==> src/rtl/i8035_xbus.sv <==
// External-bus demultiplexer for the I8035 sound CPU: latches the multiplexed
// address on ALE, serves PSEN/RD cycles from two synchronous ROMs, and exposes MOVX writes.
module i8035_xbus #(
  parameter int PROM_AW = 12,
  parameter int XROM_AW = 11
) (
  input  logic               I_CLK,
  input  logic               I_RSTn,
  input  logic               I_ALE,
  input  logic               I_PSENn,
  input  logic               I_RDn,
  input  logic               I_WRn,
  input  logic [7:0]         I_DB,
  input  logic [7:0]         I_P2,
  output logic [7:0]         O_DB,
  output logic [PROM_AW-1:0] O_PROM_A,
  input  logic [7:0]         I_PROM_D,
  output logic [XROM_AW-1:0] O_XROM_A,
  input  logic [7:0]         I_XROM_D,
  output logic [7:0]         O_XWR_A,
  output logic [7:0]         O_XWR_D,
  output logic               O_XWR_STB,
  output logic               O_ERR,
  output logic [2:0]         O_DBG_STATE
);

  typedef enum logic [2:0] {
    S_IDLE    = 3'd0,
    S_ADDR    = 3'd1,
    S_PF_WAIT = 3'd2,
    S_PF_HOLD = 3'd3,
    S_RD_WAIT = 3'd4,
    S_RD_HOLD = 3'd5,
    S_WR      = 3'd6
  } state_t;

  state_t     state_q, state_d;
  logic       ale_q, ale_d;
  logic [7:0] db_q, db_d;
  logic [7:0] p2_q, p2_d;
  logic [7:0] a_q, a_d;
  logic [7:0] p2l_q, p2l_d;
  logic [7:0] odb_q, odb_d;
  logic [7:0] xwr_a_q, xwr_a_d;
  logic [7:0] xwr_d_q, xwr_d_d;
  logic       stb_q, stb_d;
  logic       err_q, err_d;

  logic        ale_fall;
  logic [1:0]  n_low;
  logic [11:0] prom_full;
  logic [15:0] xrom_full;

  assign ale_fall  = ale_q & ~I_ALE;
  assign n_low     = {1'b0, ~I_PSENn} + {1'b0, ~I_RDn} + {1'b0, ~I_WRn};
  assign prom_full = {p2l_q[3:0], a_q};
  assign xrom_full = {p2l_q, a_q};

  always_comb begin
    state_d = state_q;
    ale_d   = I_ALE;
    db_d    = I_DB;
    p2_d    = I_P2;
    a_d     = a_q;
    p2l_d   = p2l_q;
    odb_d   = odb_q;
    xwr_a_d = xwr_a_q;
    xwr_d_d = xwr_d_q;
    stb_d   = 1'b0;
    err_d   = err_q;

    // The latch is independent of the FSM so an ALE that aborts a cycle still captures.
    if (ale_fall) begin
      a_d   = db_q;
      p2l_d = p2_q;
    end

    if (n_low >= 2'd2) err_d = 1'b1;

    if (I_ALE && (state_q != S_IDLE)) begin
      state_d = S_IDLE;
      odb_d   = 8'hFF;
    end else begin
      case (state_q)
        S_IDLE: begin
          if (ale_fall) state_d = S_ADDR;
        end
        S_ADDR: begin
          if (!I_PSENn) begin
            state_d = S_PF_WAIT;
          end else if (!I_RDn) begin
            state_d = S_RD_WAIT;
          end else if (!I_WRn) begin
            state_d = S_WR;
            xwr_d_d = I_DB;
          end
        end
        S_PF_WAIT: begin
          if (I_PSENn) begin
            state_d = S_IDLE;
          end else begin
            state_d = S_PF_HOLD;
            odb_d   = I_PROM_D;
          end
        end
        S_PF_HOLD: begin
          if (I_PSENn) begin
            state_d = S_IDLE;
            odb_d   = 8'hFF;
          end
        end
        S_RD_WAIT: begin
          if (I_RDn) begin
            state_d = S_IDLE;
          end else begin
            state_d = S_RD_HOLD;
            odb_d   = I_XROM_D;
          end
        end
        S_RD_HOLD: begin
          if (I_RDn) begin
            state_d = S_IDLE;
            odb_d   = 8'hFF;
          end
        end
        S_WR: begin
          // O_XWR_STB is a single-cycle qualifier: O_XWR_A/O_XWR_D are valid while it is high.
          if (!I_WRn) begin
            xwr_d_d = I_DB;
          end else begin
            state_d = S_IDLE;
            stb_d   = 1'b1;
            xwr_a_d = a_q;
          end
        end
        default: begin
          state_d = S_IDLE;
          odb_d   = 8'hFF;
        end
      endcase
    end
  end

  always_ff @(posedge I_CLK or negedge I_RSTn) begin
    if (!I_RSTn) begin
      state_q <= S_IDLE;
      ale_q   <= 1'b0;
      db_q    <= 8'h00;
      p2_q    <= 8'h00;
      a_q     <= 8'h00;
      p2l_q   <= 8'h00;
      odb_q   <= 8'hFF;
      xwr_a_q <= 8'h00;
      xwr_d_q <= 8'h00;
      stb_q   <= 1'b0;
      err_q   <= 1'b0;
    end else begin
      state_q <= state_d;
      ale_q   <= ale_d;
      db_q    <= db_d;
      p2_q    <= p2_d;
      a_q     <= a_d;
      p2l_q   <= p2l_d;
      odb_q   <= odb_d;
      xwr_a_q <= xwr_a_d;
      xwr_d_q <= xwr_d_d;
      stb_q   <= stb_d;
      err_q   <= err_d;
    end
  end

  assign O_DB        = odb_q;
  assign O_PROM_A    = prom_full[PROM_AW-1:0];
  assign O_XROM_A    = xrom_full[XROM_AW-1:0];
  assign O_XWR_A     = xwr_a_q;
  assign O_XWR_D     = xwr_d_q;
  assign O_XWR_STB   = stb_q;
  assign O_ERR       = err_q;
  assign O_DBG_STATE = state_q;

endmodule

==> config.mk <==
export PLATFORM = sky130hd
export DESIGN_NAME = i8035_xbus
export DESIGN_NICKNAME = d
export VERILOG_FILES = /design/src/rtl/i8035_xbus.sv
export SDC_FILE = /design/constraint.sdc
export NUM_CORES = 1
export LEC_CHECK = 0
export BUFFER_PORTS_ARGS = -buffer_cell sky130_fd_sc_hd__buf_2
export CORE_ASPECT_RATIO = 1.1
export CORE_UTILIZATION = 48
export DETAILED_ROUTE_END_ITERATION = 12
export PLACE_DENSITY = 0.77
export SYNTH_ARGS = -nofsm -noshare
export SYNTH_HDL_FRONTEND = slang
export SYNTH_SLANG_ARGS = --single-unit
==> constraint.sdc <==
create_clock -name I_CLK -period 1.97 [get_ports I_CLK]
set_clock_uncertainty 0.2 [all_clocks]
set_input_delay 0 -clock I_CLK [delete_from_list [all_inputs] [get_ports I_CLK]]
set_output_delay 0 -clock I_CLK [all_outputs]
set_load 0.02 [all_outputs]
==> impl_metrics.ini, run 1 <==
[final_layout]
mostFrequentLayoutCells = buf_2 (85), dfrtp_1 (46), dlygate4sd3_1 (33), mux2_2 (27)
layout-drive-gt1-share_pct = 52.7
n_fill_cell = 301
syn2layout_area_growth_pct = 40.7
diodes = 0
multi_input_area_um2 = 785
num-nets-final = 317
seqCellArea_um2 = 1360
final_common_cell = buf_2

[placement]
dp.final_hpwl_um = 3100
gp_congestion = 0.788
port_buffers = 85

[yosys]
synth_top_area_share_pct = 50.9
syn_area_um2 = 2260
synth_area_per_cell_um2 = 14.1
synth-seq-cells = 54
syn-num-nets = 200
synth_edf_count = 0
synth_warnings = 0
synthArstFlopShare_pct = 100
syn_inst = 161
ys_dominant_reg_cell = dfrtp_1
synthTopCellsByArea = dfrtp_1 (51%), mux2_2 (13%), dfstp_2 (9.3%)
yosysSeqAreaShare_pct = 60.1
synth_cell_types = 36
yosysTopAreaCell = dfrtp_1

[setup_path]
r2r_cells = 6
path_class = register to register
crit_chain = buf_4 -> buf_4 -> nor2_1 -> a211oi_4 -> buf_4 -> o32a_1
crit_top_cell = buf_4
r2r-end = O_DB[5]$_DFFE_PN1P_
endpoint_kind = register
slowest_delay_ps = 410
critPathMaxFanout = 8
cp_slowest_cell = dfrtp_1
worst_ep_required_time_ps = 2010
startpoint_type = register
reg2reg_slack_ps = 90
r2r-start = O_DBG_STATE[1]$_DFFE_PN0P_
cp.arrival_ps = 1920

[floorplanning]
pin_count = 90
num_rows = 25
dieArea_um2 = 4990
core-area_um2 = 4410
die_width_um = 67.5
start_util_pct = 51.3
dieHeight_um = 74.0

[grt]
antenna_found_initial = 0
grt_usage_pct = 20.7
grt_pass1_vias = 1656
grt_pass1_wl_um = 7610
grt_overflow = 0
grt_max_degree = 29

[route]
drt-total-wl_um = 4850
top_layer = met4
dr.pass1.iters = 4
vias = 1675
wl_per_cell_um = 14.5
wl_met3_um = 361
drtIter0Drc = 58
wl_met2_um = 2490
drc_errors = 0
wl_met1_um = 1960
vias_per_cell = 5.03
antenna_left = 0

[clocking]
cts_buffers = 5
cts.sinks = 54
cts_tree = yes
root_buffer = clkbuf_8
clk_pin_slew_ps = 90
worstSkewPairLatency_ps = 300
h-tree-depth = 2
clockBufferDepth = 2

[sta]
holdWs_ps = 51.9
tightest_slew_ps = 648
hold_viol_final = 0
drv_slew = 0
fin_crit_ps = 1880
fin_tns_setup_ps = 0
slew_headroom_pct = 56.8
setup_viol = 0
period_share_pct = 95.4
grt_setup_unrepaired = false
fmax_mhz = 532

[power]
swShare_pct = 34.9
ir_worst_vdd_v = 0.000601
cellPowerDensity_nw_per_um2 = 1070
p_seq_share_pct = 42.6
power.switching_mw = 1.19
power.share.clock_pct = 19.8
p_int_mw = 2.21
share_comb_of_total_power_pct = 37.6
leakagePower_nw = 1.48

[status]
status = completed

[flow_run]
timing.max_cap.violations = 0

[min_path]
hold_path_class = input pin to asynchronous set/reset pin
## synthesized netlist by cell type, types with 2 or more instances
cell,number
buf_2,3
o22a_1,8
nor2_1,5
nand2b_1,3
mux2_2,27
nor2b_1,2
buf_1,3
dfstp_2,8
nor3b_1,2
o22ai_1,2
inv_1,3
o31a_1,2
dfrtp_1,46
o21ai_0,5
buf_4,12
a211oi_4,2
o32a_1,8
a21oi_1,2
## worst max path at each step
stage / start / endpoint / slack (ps)
global route: O_DBG_STATE[1]$_DFFE_PN0P_ / O_DB[1]$_DFFE_PN1P_ / 2
detailed placement: O_DBG_STATE[2]$_DFFE_PN0P_ / O_XWR_D[4]$_DFFE_PN0P_ / 140
finish: O_DBG_STATE[1]$_DFFE_PN0P_ / O_DB[5]$_DFFE_PN1P_ / 90
global placement: O_DBG_STATE[2]$_DFFE_PN0P_ / O_XWR_D[5]$_DFFE_PN0P_ / 170
CTS: O_DBG_STATE[1]$_DFFE_PN0P_ / O_DB[3]$_DFFE_PN1P_ / 110
floorplan: O_DBG_STATE[2]$_DFFE_PN0P_ / O_XWR_D[0]$_DFFE_PN0P_ / 70
## state kept, by name (all words and copies together), names as in the netlist, 3 cells and up
| signal | count |
|---|---|
| O_XWR_D | 8 |
| db_q | 8 |
| p2l_q | 4 |
| O_XWR_A | 8 |
| p2_q | 4 |
| O_DBG_STATE | 3 |
| O_DB | 8 |
| a_q | 8 |
## cells by family after synthesis
logic type / count (synthesis) / synth area share [%]
flip-flops: 54 / 60.1
AO/OA/AOI/OAI: 33 / 12.8
multiplexers: 28 / 13.9
AND/OR/NAND/NOR: 23 / 6.58
buffers and inverters: 21 / 5.64
XOR/XNOR: 1 / 0.387
adder cells (fa/ha/maj): 1 / 0.553
## cell type report
class	instances	share of cell area, %
Tap cell	54	2.12
Clock buffer	7	3.02
Timing Repair Buffer	128	26.9
Clock inverter	1	0.275
Sequential cell	54	42.7
Inverter	3	0.353
Multi-Input combinational cell	86	24.6
## per-stage QoR
| step | cell area, um2 | utilization, % | power [mW] | setup slack [ps] | std cells |
|---|---|---|---|---|---|
| detailed placement | 2730 | 61.8 | 2.66 | 136 | 290 |
| CTS | 3160 | 71.7 | 3.40 | 108 | 331 |
| global route | 3190 | 72.2 | 3.58 | 2.21 | 333 |
| global placement | 2730 | 61.8 | 2.63 | 166 | 290 |
| finish | 3190 | 72.2 | 3.39 | 90.0 | 333 |
| floorplan | 2260 | - | 2.29 | 66.4 | 161 |
## metal layers
| metal | GRT usage (%) | vias to the layer above |
|---|---|---|
| met1 | 23.7 | 792 |
| li1 | - | 806 |
| met5 | 0 | - |
| met4 | 5.67 | 0 |
| met2 | 37.7 | 72 |
| met3 | 5.37 | 5 |
## repair_timing
action / 4_1_cts / 5_1_grt
resized for setup: 0 / 2
hold endpoints to repair: 87 / 0
buffers inserted: 0 / 2
hold buffers: 33 / 0
endpoints found under the setup margin: 0 / 6
## worst max-delay path: cells and delay by family (launching register included)
family	cells	cell delay (ps)
buf+inv	3	500
compound gates	2	440
flops	1	410
simple gates	1	260
## power by group through the flow
stage	logic, mW	clock network, mW	registers [mW]
floorplan	0.575	0	1.72
global placement	1.17	0	1.46
detailed placement	1.20	0	1.47
CTS	1.25	0.696	1.45
global route	1.38	0.729	1.47
finish	1.28	0.672	1.44
Power figures use the tool's default switching activity.
==> run 2, diff against run 1 <==
CORE_ASPECT_RATIO = default   (was 1.1)
REMOVE_ABC_BUFFERS = 1   (was default)
==> run 2 against run 1 <==
The flow now finishes with violations (DRC). Setup slack better by 14 ps. Maximum frequency up 0.76%. Sequential power about the same. Total power down 2.3%. Register-to-register slack about the same. Critical endpoint is now O_DB[6]$_DFFE_PN1P_. Highest routed layer unchanged.
==> impl_metrics.ini, run 2 (synthesized netlist as in run 1, its figures left out) <==
[power]
ir_worst_vdd_v = 0.000748
leakagePower_nw = 1.47
cellPowerDensity_nw_per_um2 = 1050

[setup_path]
worst_ep_required_time_ps = 1990
path_class = register to register
cp.buffers_inverters = 2
crit_top_cell = buf_4
startpoint_type = register
cp.arrival_ps = 1880
cp_slowest_cell = dfrtp_1
slowest_delay_ps = 420
crit_chain = buf_4 -> nor3b_2 -> nor3_2 -> a211oi_4 -> buf_4 -> o32a_1
critPathTopFamily = flip-flops
endpoint_kind = register
critPathMaxFanout = 14

[floorplanning]
dieHeight_um = 70.7
start_util_pct = 50.9
pin_count = 90
num_rows = 24
dieArea_um2 = 4990
die_width_um = 70.7
core-area_um2 = 4440

[route]
drt-total-wl_um = 4810
vias = 1715
vias_per_cell = 5.21
dr.pass1.iters = 9
drtIter0Drc = 161
wl_per_cell_um = 14.6
drc_errors = 14
antenna_left = 0

[grt]
grt_max_degree = 34
grt_pass1_vias = 1752
antenna_found_initial = 0
grt_pass1_wl_um = 7960
grt_usage_pct = 20.7
grt_overflow = 0

[sta]
holdWs_ps = 1.59
hold_viol_final = 0
fmax_mhz = 536
setup_ws_ps = 104
tightest_slew_ps = 574
setup_viol = 0
slew_headroom_pct = 61.5
drv_slew = 0
period_share_pct = 94.7
fin_crit_ps = 1870
fin_tns_setup_ps = 0
grt_setup_unrepaired = false

[clocking]
clockBufferDepth = 2
cts_buffers = 5
root_buffer = clkbuf_8
h-tree-depth = 2
cts.sinks = 54
clk_pin_slew_ps = 90
cts_tree = yes
worstSkewPairLatency_ps = 290

[placement]
gp_congestion = 0.824
pre_cts_slack_ps = 75.7
port_buffers = 85
dp.final_hpwl_um = 3050

[final_layout]
n_fill_cell = 313
mostFrequentLayoutCells = buf_2 (85), dfrtp_1 (46), dlygate4sd3_1 (33), mux2_2 (27)
layout-drive-gt1-share_pct = 52.0
final_common_cell = buf_2
seqCellArea_um2 = 1360
syn2layout_area_growth_pct = 40.1
multi_input_area_um2 = 785
num-nets-final = 315
diodes = 0

[min_path]
hold_path_class = input pin to asynchronous set/reset pin

[status]
violations = DRC
status = finished with violations

[flow_run]
timing.max_cap.violations = 0
[run 2: changes by cell type in the layout (fill, tap and decap cells not counted)]
| cell | delta |
|---|---|
| buf_4 | -3 |
| buf_12 | +1 |
| clkbuf_1 | +1 |
| clkbuf_8 | -1 |
| clkinv_4 | -1 |
| inv_6 | +1 |
[run 2: repair_timing]
| action | in CTS | in global routing |
|---|---|---|
| hold buffers | 33 | 0 |
| buffers inserted | 0 | 1 |
| endpoints found under the setup margin | 0 | 13 |
| gates resized for setup | 0 | 2 |
| hold endpoints to repair | 87 | 0 |
[run 2: worst paths after layout]
check / startpoint / to / slack (ps) / depth (start not counted)
max: O_DBG_STATE[2]$_DFFE_PN0P_ / O_DB[6]$_DFFE_PN1P_ / 100 / 6
min: I_RSTn / db_q[7]$_DFF_PN0_ / 2 / 2
max reg2reg: O_DBG_STATE[2]$_DFFE_PN0P_ / O_DB[6]$_DFFE_PN1P_ / 100 / 6
min reg2reg: db_q[1]$_DFF_PN0_ / a_q[1]$_DFFE_PN0P_ / 280 / 1
max in group asynchronous: I_RSTn / O_XWR_D[4]$_DFFE_PN0P_ / 1030 / 3
min in group I_CLK: I_DB[0] / db_q[0]$_DFF_PN0_ / 150 / 2
[run 2: layout make-up]
| class | instances | area share [%] |
|---|---|---|
| Clock buffer | 7 | 2.72 |
| Clock inverter | 1 | 0.276 |
| Inverter | 3 | 0.355 |
| Multi-Input combinational cell | 86 | 24.7 |
| Sequential cell | 54 | 42.9 |
| Tap cell | 52 | 2.05 |
| Timing Repair Buffer | 126 | 26.9 |
[run 2: report_power, final]
group / switching, mW / total, mW / internal [mW]
registers: 0.121 / 1.45 / 1.33
clock network: 0.327 / 0.618 / 0.291
logic: 0.710 / 1.25 / 0.540
[run 2: worst reg2reg max path, cell delays in order (launching register included)]
cell and delay [ps]:
dfrtp_1 420, buf_4 200, nor3b_2 180, nor3_2 230
a211oi_4 60, buf_4 170, o32a_1 340
[run 2: per-stage QoR]
step	power, mW	util [%]	cell area, um2	std cells
6_report	3.32	71.3	3170	329
5_1_grt	3.50	71.3	3170	329
4_1_cts	3.32	70.9	3150	328
3_5_place_dp	2.64	61.4	2730	287
3_3_place_gp	2.62	61.4	2730	287
2_1_floorplan	2.22	-	2150	143
[run 2: routing by layer]
layer / global-route usage, % / part of all wire (%) / up-vias / routed length (um)
met3: 4.27 / 6.7 / 7 / 324
li1: - / - / 801 / -
met1: 22.7 / 37 / 836 / 1800
met5: 0 / 0 / - / 0
met4: 6.67 / 1.3 / 0 / 62
met2: 39.8 / 55 / 71 / 2620
==> run 3, diff against run 2 <==
CORE_UTILIZATION = 40   (was 48)
PLACE_DENSITY = 0.66   (was 0.77)
==> run 3 against run 2 <==
The flow now finishes without violations. First-iteration DRC count is 75% lower. Sequential share of layout area fell by 0.35 points. Flip-flop and latch count unchanged. Clock power decreased by 3.6%. Worst hold slack gained 15 ps. Die area grew 19%. Sequential power about the same. Core utilization is 13 points lower. Count of clock-buffer cells in the layout shrank 1. Via count fell by 0.70%. Wire length rose by 2.5%. Total power is 0.44% lower. Largest power group unchanged.
==> impl_metrics.ini, run 3 (synthesized netlist as in run 1, its figures left out) <==
[status]
status = completed

[power]
fin_total_pwr_mw = 3.30
cellPowerDensity_nw_per_um2 = 1030
ir_worst_vdd_v = 0.000619
power.switching_mw = 1.17
share_comb_of_total_power_pct = 38.0
p_int_mw = 2.13
p_seq_share_pct = 44.0
swShare_pct = 35.5
power.share.clock_pct = 18.0
leakagePower_nw = 1.47

[clocking]
root_buffer = clkbuf_8
cts_tree = yes
clk_pin_slew_ps = 90
cts.sinks = 54
clockBufferDepth = 2
worstSkewPairLatency_ps = 300
h-tree-depth = 2
cts_buffers = 5

[sta]
holdWs_ps = 16.8
fin_crit_ps = 1860
drv_slew = 0
period_share_pct = 94.4
fmax_mhz = 538
hold_viol_final = 0
grt_setup_unrepaired = false
setup_viol = 0
slew_headroom_pct = 63.7
tightest_slew_ps = 541

[final_layout]
fin_util_pct = 58.4
layout-drive-gt1-share_pct = 52.5
diodes = 0
final_common_cell = buf_2
num-nets-final = 316
stdcell_area_um2 = 3200
syn2layout_area_growth_pct = 41.2
mostFrequentLayoutCells = buf_2 (85), dfrtp_1 (46), dlygate4sd3_1 (33), mux2_2 (27)

[floorplanning]
num_rows = 27
start_util_pct = 41.4
core-area_um2 = 5470
die_width_um = 77.2
pin_count = 90
dieHeight_um = 77.2
dieArea_um2 = 5960

[grt]
grt_use_met2_pct = 29.7
grt_pass1_vias = 1650
busiest_layer = met2
antenna_found_initial = 0
grt_max_degree = 34
grt_pass1_wl_um = 8120
grt_overflow = 0
gr-usage-met1_pct = 21.6
grt_usage_pct = 17.5
use_met3_pct = 5.36

[route]
wl_per_cell_um = 14.1
drtIter0Drc = 40
antenna_left = 0
drc_errors = 0
dr.pass1.iters = 4
drt-total-wl_um = 4930
vias_per_cell = 4.87
vias = 1703

[setup_path]
crit_chain = and2b_1 -> nand2_2 -> a211oi_4 -> buf_12 -> mux2_2
worst_ep_required_time_ps = 1960
slowest_delay_ps = 460
cp_slowest_cell = dfrtp_1
cp.arrival_ps = 1850
critPathMaxFanout = 8
path_class = register to register
startpoint_type = register
endpoint_kind = register

[placement]
dpl_cell_area_um2 = 2760
dp.final_hpwl_um = 3140
port_buffers = 85
gp_congestion = 0.804

[flow_run]
timing.max_cap.violations = 0

[min_path]
hold_path_class = input pin to asynchronous set/reset pin
==> run 3: cell count changes in the layout (fill, tap and decap cells not counted) <==
cell / before / now
nor2_2: 1 / 2
nor2_1: 5 / 4
buf_4: 5 / 6
clkbuf_8: 6 / 5
clkinv_2: 0 / 1
==> run 3: critical path, delay by kind of cell, from the launching register on <==
kind,cells,cell delay [ps]
muxes,1,330
AOI/OAI and AO/OA,1,310
DFF,1,460
buffers and inverters,1,170
and+or+nand+nor,2,290
==> run 3: path summary, 6_finish.rpt <==
| path | start | to | slack [ps] | cells after the start |
|---|---|---|---|---|
| max | O_DBG_STATE[1]$_DFFE_PN0P_ | O_XWR_D[3]$_DFFE_PN0P_ | 110 | 5 |
| min | I_RSTn | O_XWR_A[1]$_DFFE_PN0P_ | 20 | 2 |
| max reg2reg | O_DBG_STATE[1]$_DFFE_PN0P_ | O_XWR_D[3]$_DFFE_PN0P_ | 110 | 5 |
| min reg2reg | db_q[4]$_DFF_PN0_ | a_q[4]$_DFFE_PN0P_ | 280 | 1 |
| max in group asynchronous | I_RSTn | db_q[5]$_DFF_PN0_ | 1020 | 3 |
| min in group I_CLK | I_P2[1] | p2_q[1]$_DFF_PN0_ | 140 | 2 |
==> run 3: area by class of cell <==
type	instances	area, um2
clock buffers	6	72.6
multi-input cells	86	787
repair buffers	127	861
clock inverters	2	13.8
flip-flops and latches	54	1360
inverters	3	11.3
well taps	72	90.1
fillers	476	2280
==> run 3: layer usage <==
layer	up-vias	wire, um
li1	808	-
met1	817	2170
met2	73	2390
met3	5	349
met4	0	23
met5	-	0
==> run 3: power groups by stage <==
stage | logic [mW] | clock network [mW] | registers [mW]
2_1_floorplan | 0.416 | 0 | 1.80
3_3_place_gp | 1.17 | 0 | 1.47
3_5_place_dp | 1.19 | 0 | 1.47
4_1_cts | 1.24 | 0.629 | 1.45
5_1_grt | 1.35 | 0.672 | 1.48
6_report | 1.25 | 0.596 | 1.45
==> run 3: per-stage QoR <==
step	worst slack, ps	setup TNS (ps)	std cells
after floorplan	-71.3	-551	143
after global placement	115	0	308
after detailed placement	96.6	0	308
after CTS	57.3	0	349
after global routing	20.7	0	350
final	110	0	350
==> run 3: what timing repair did <==
item | CTS | global route
buffers inserted | 0 | 1
endpoints found under the hold margin | 87 | 0
hold buffers | 33 | 0
resized for setup | 0 | 3
setup endpoints to repair | 0 | 16
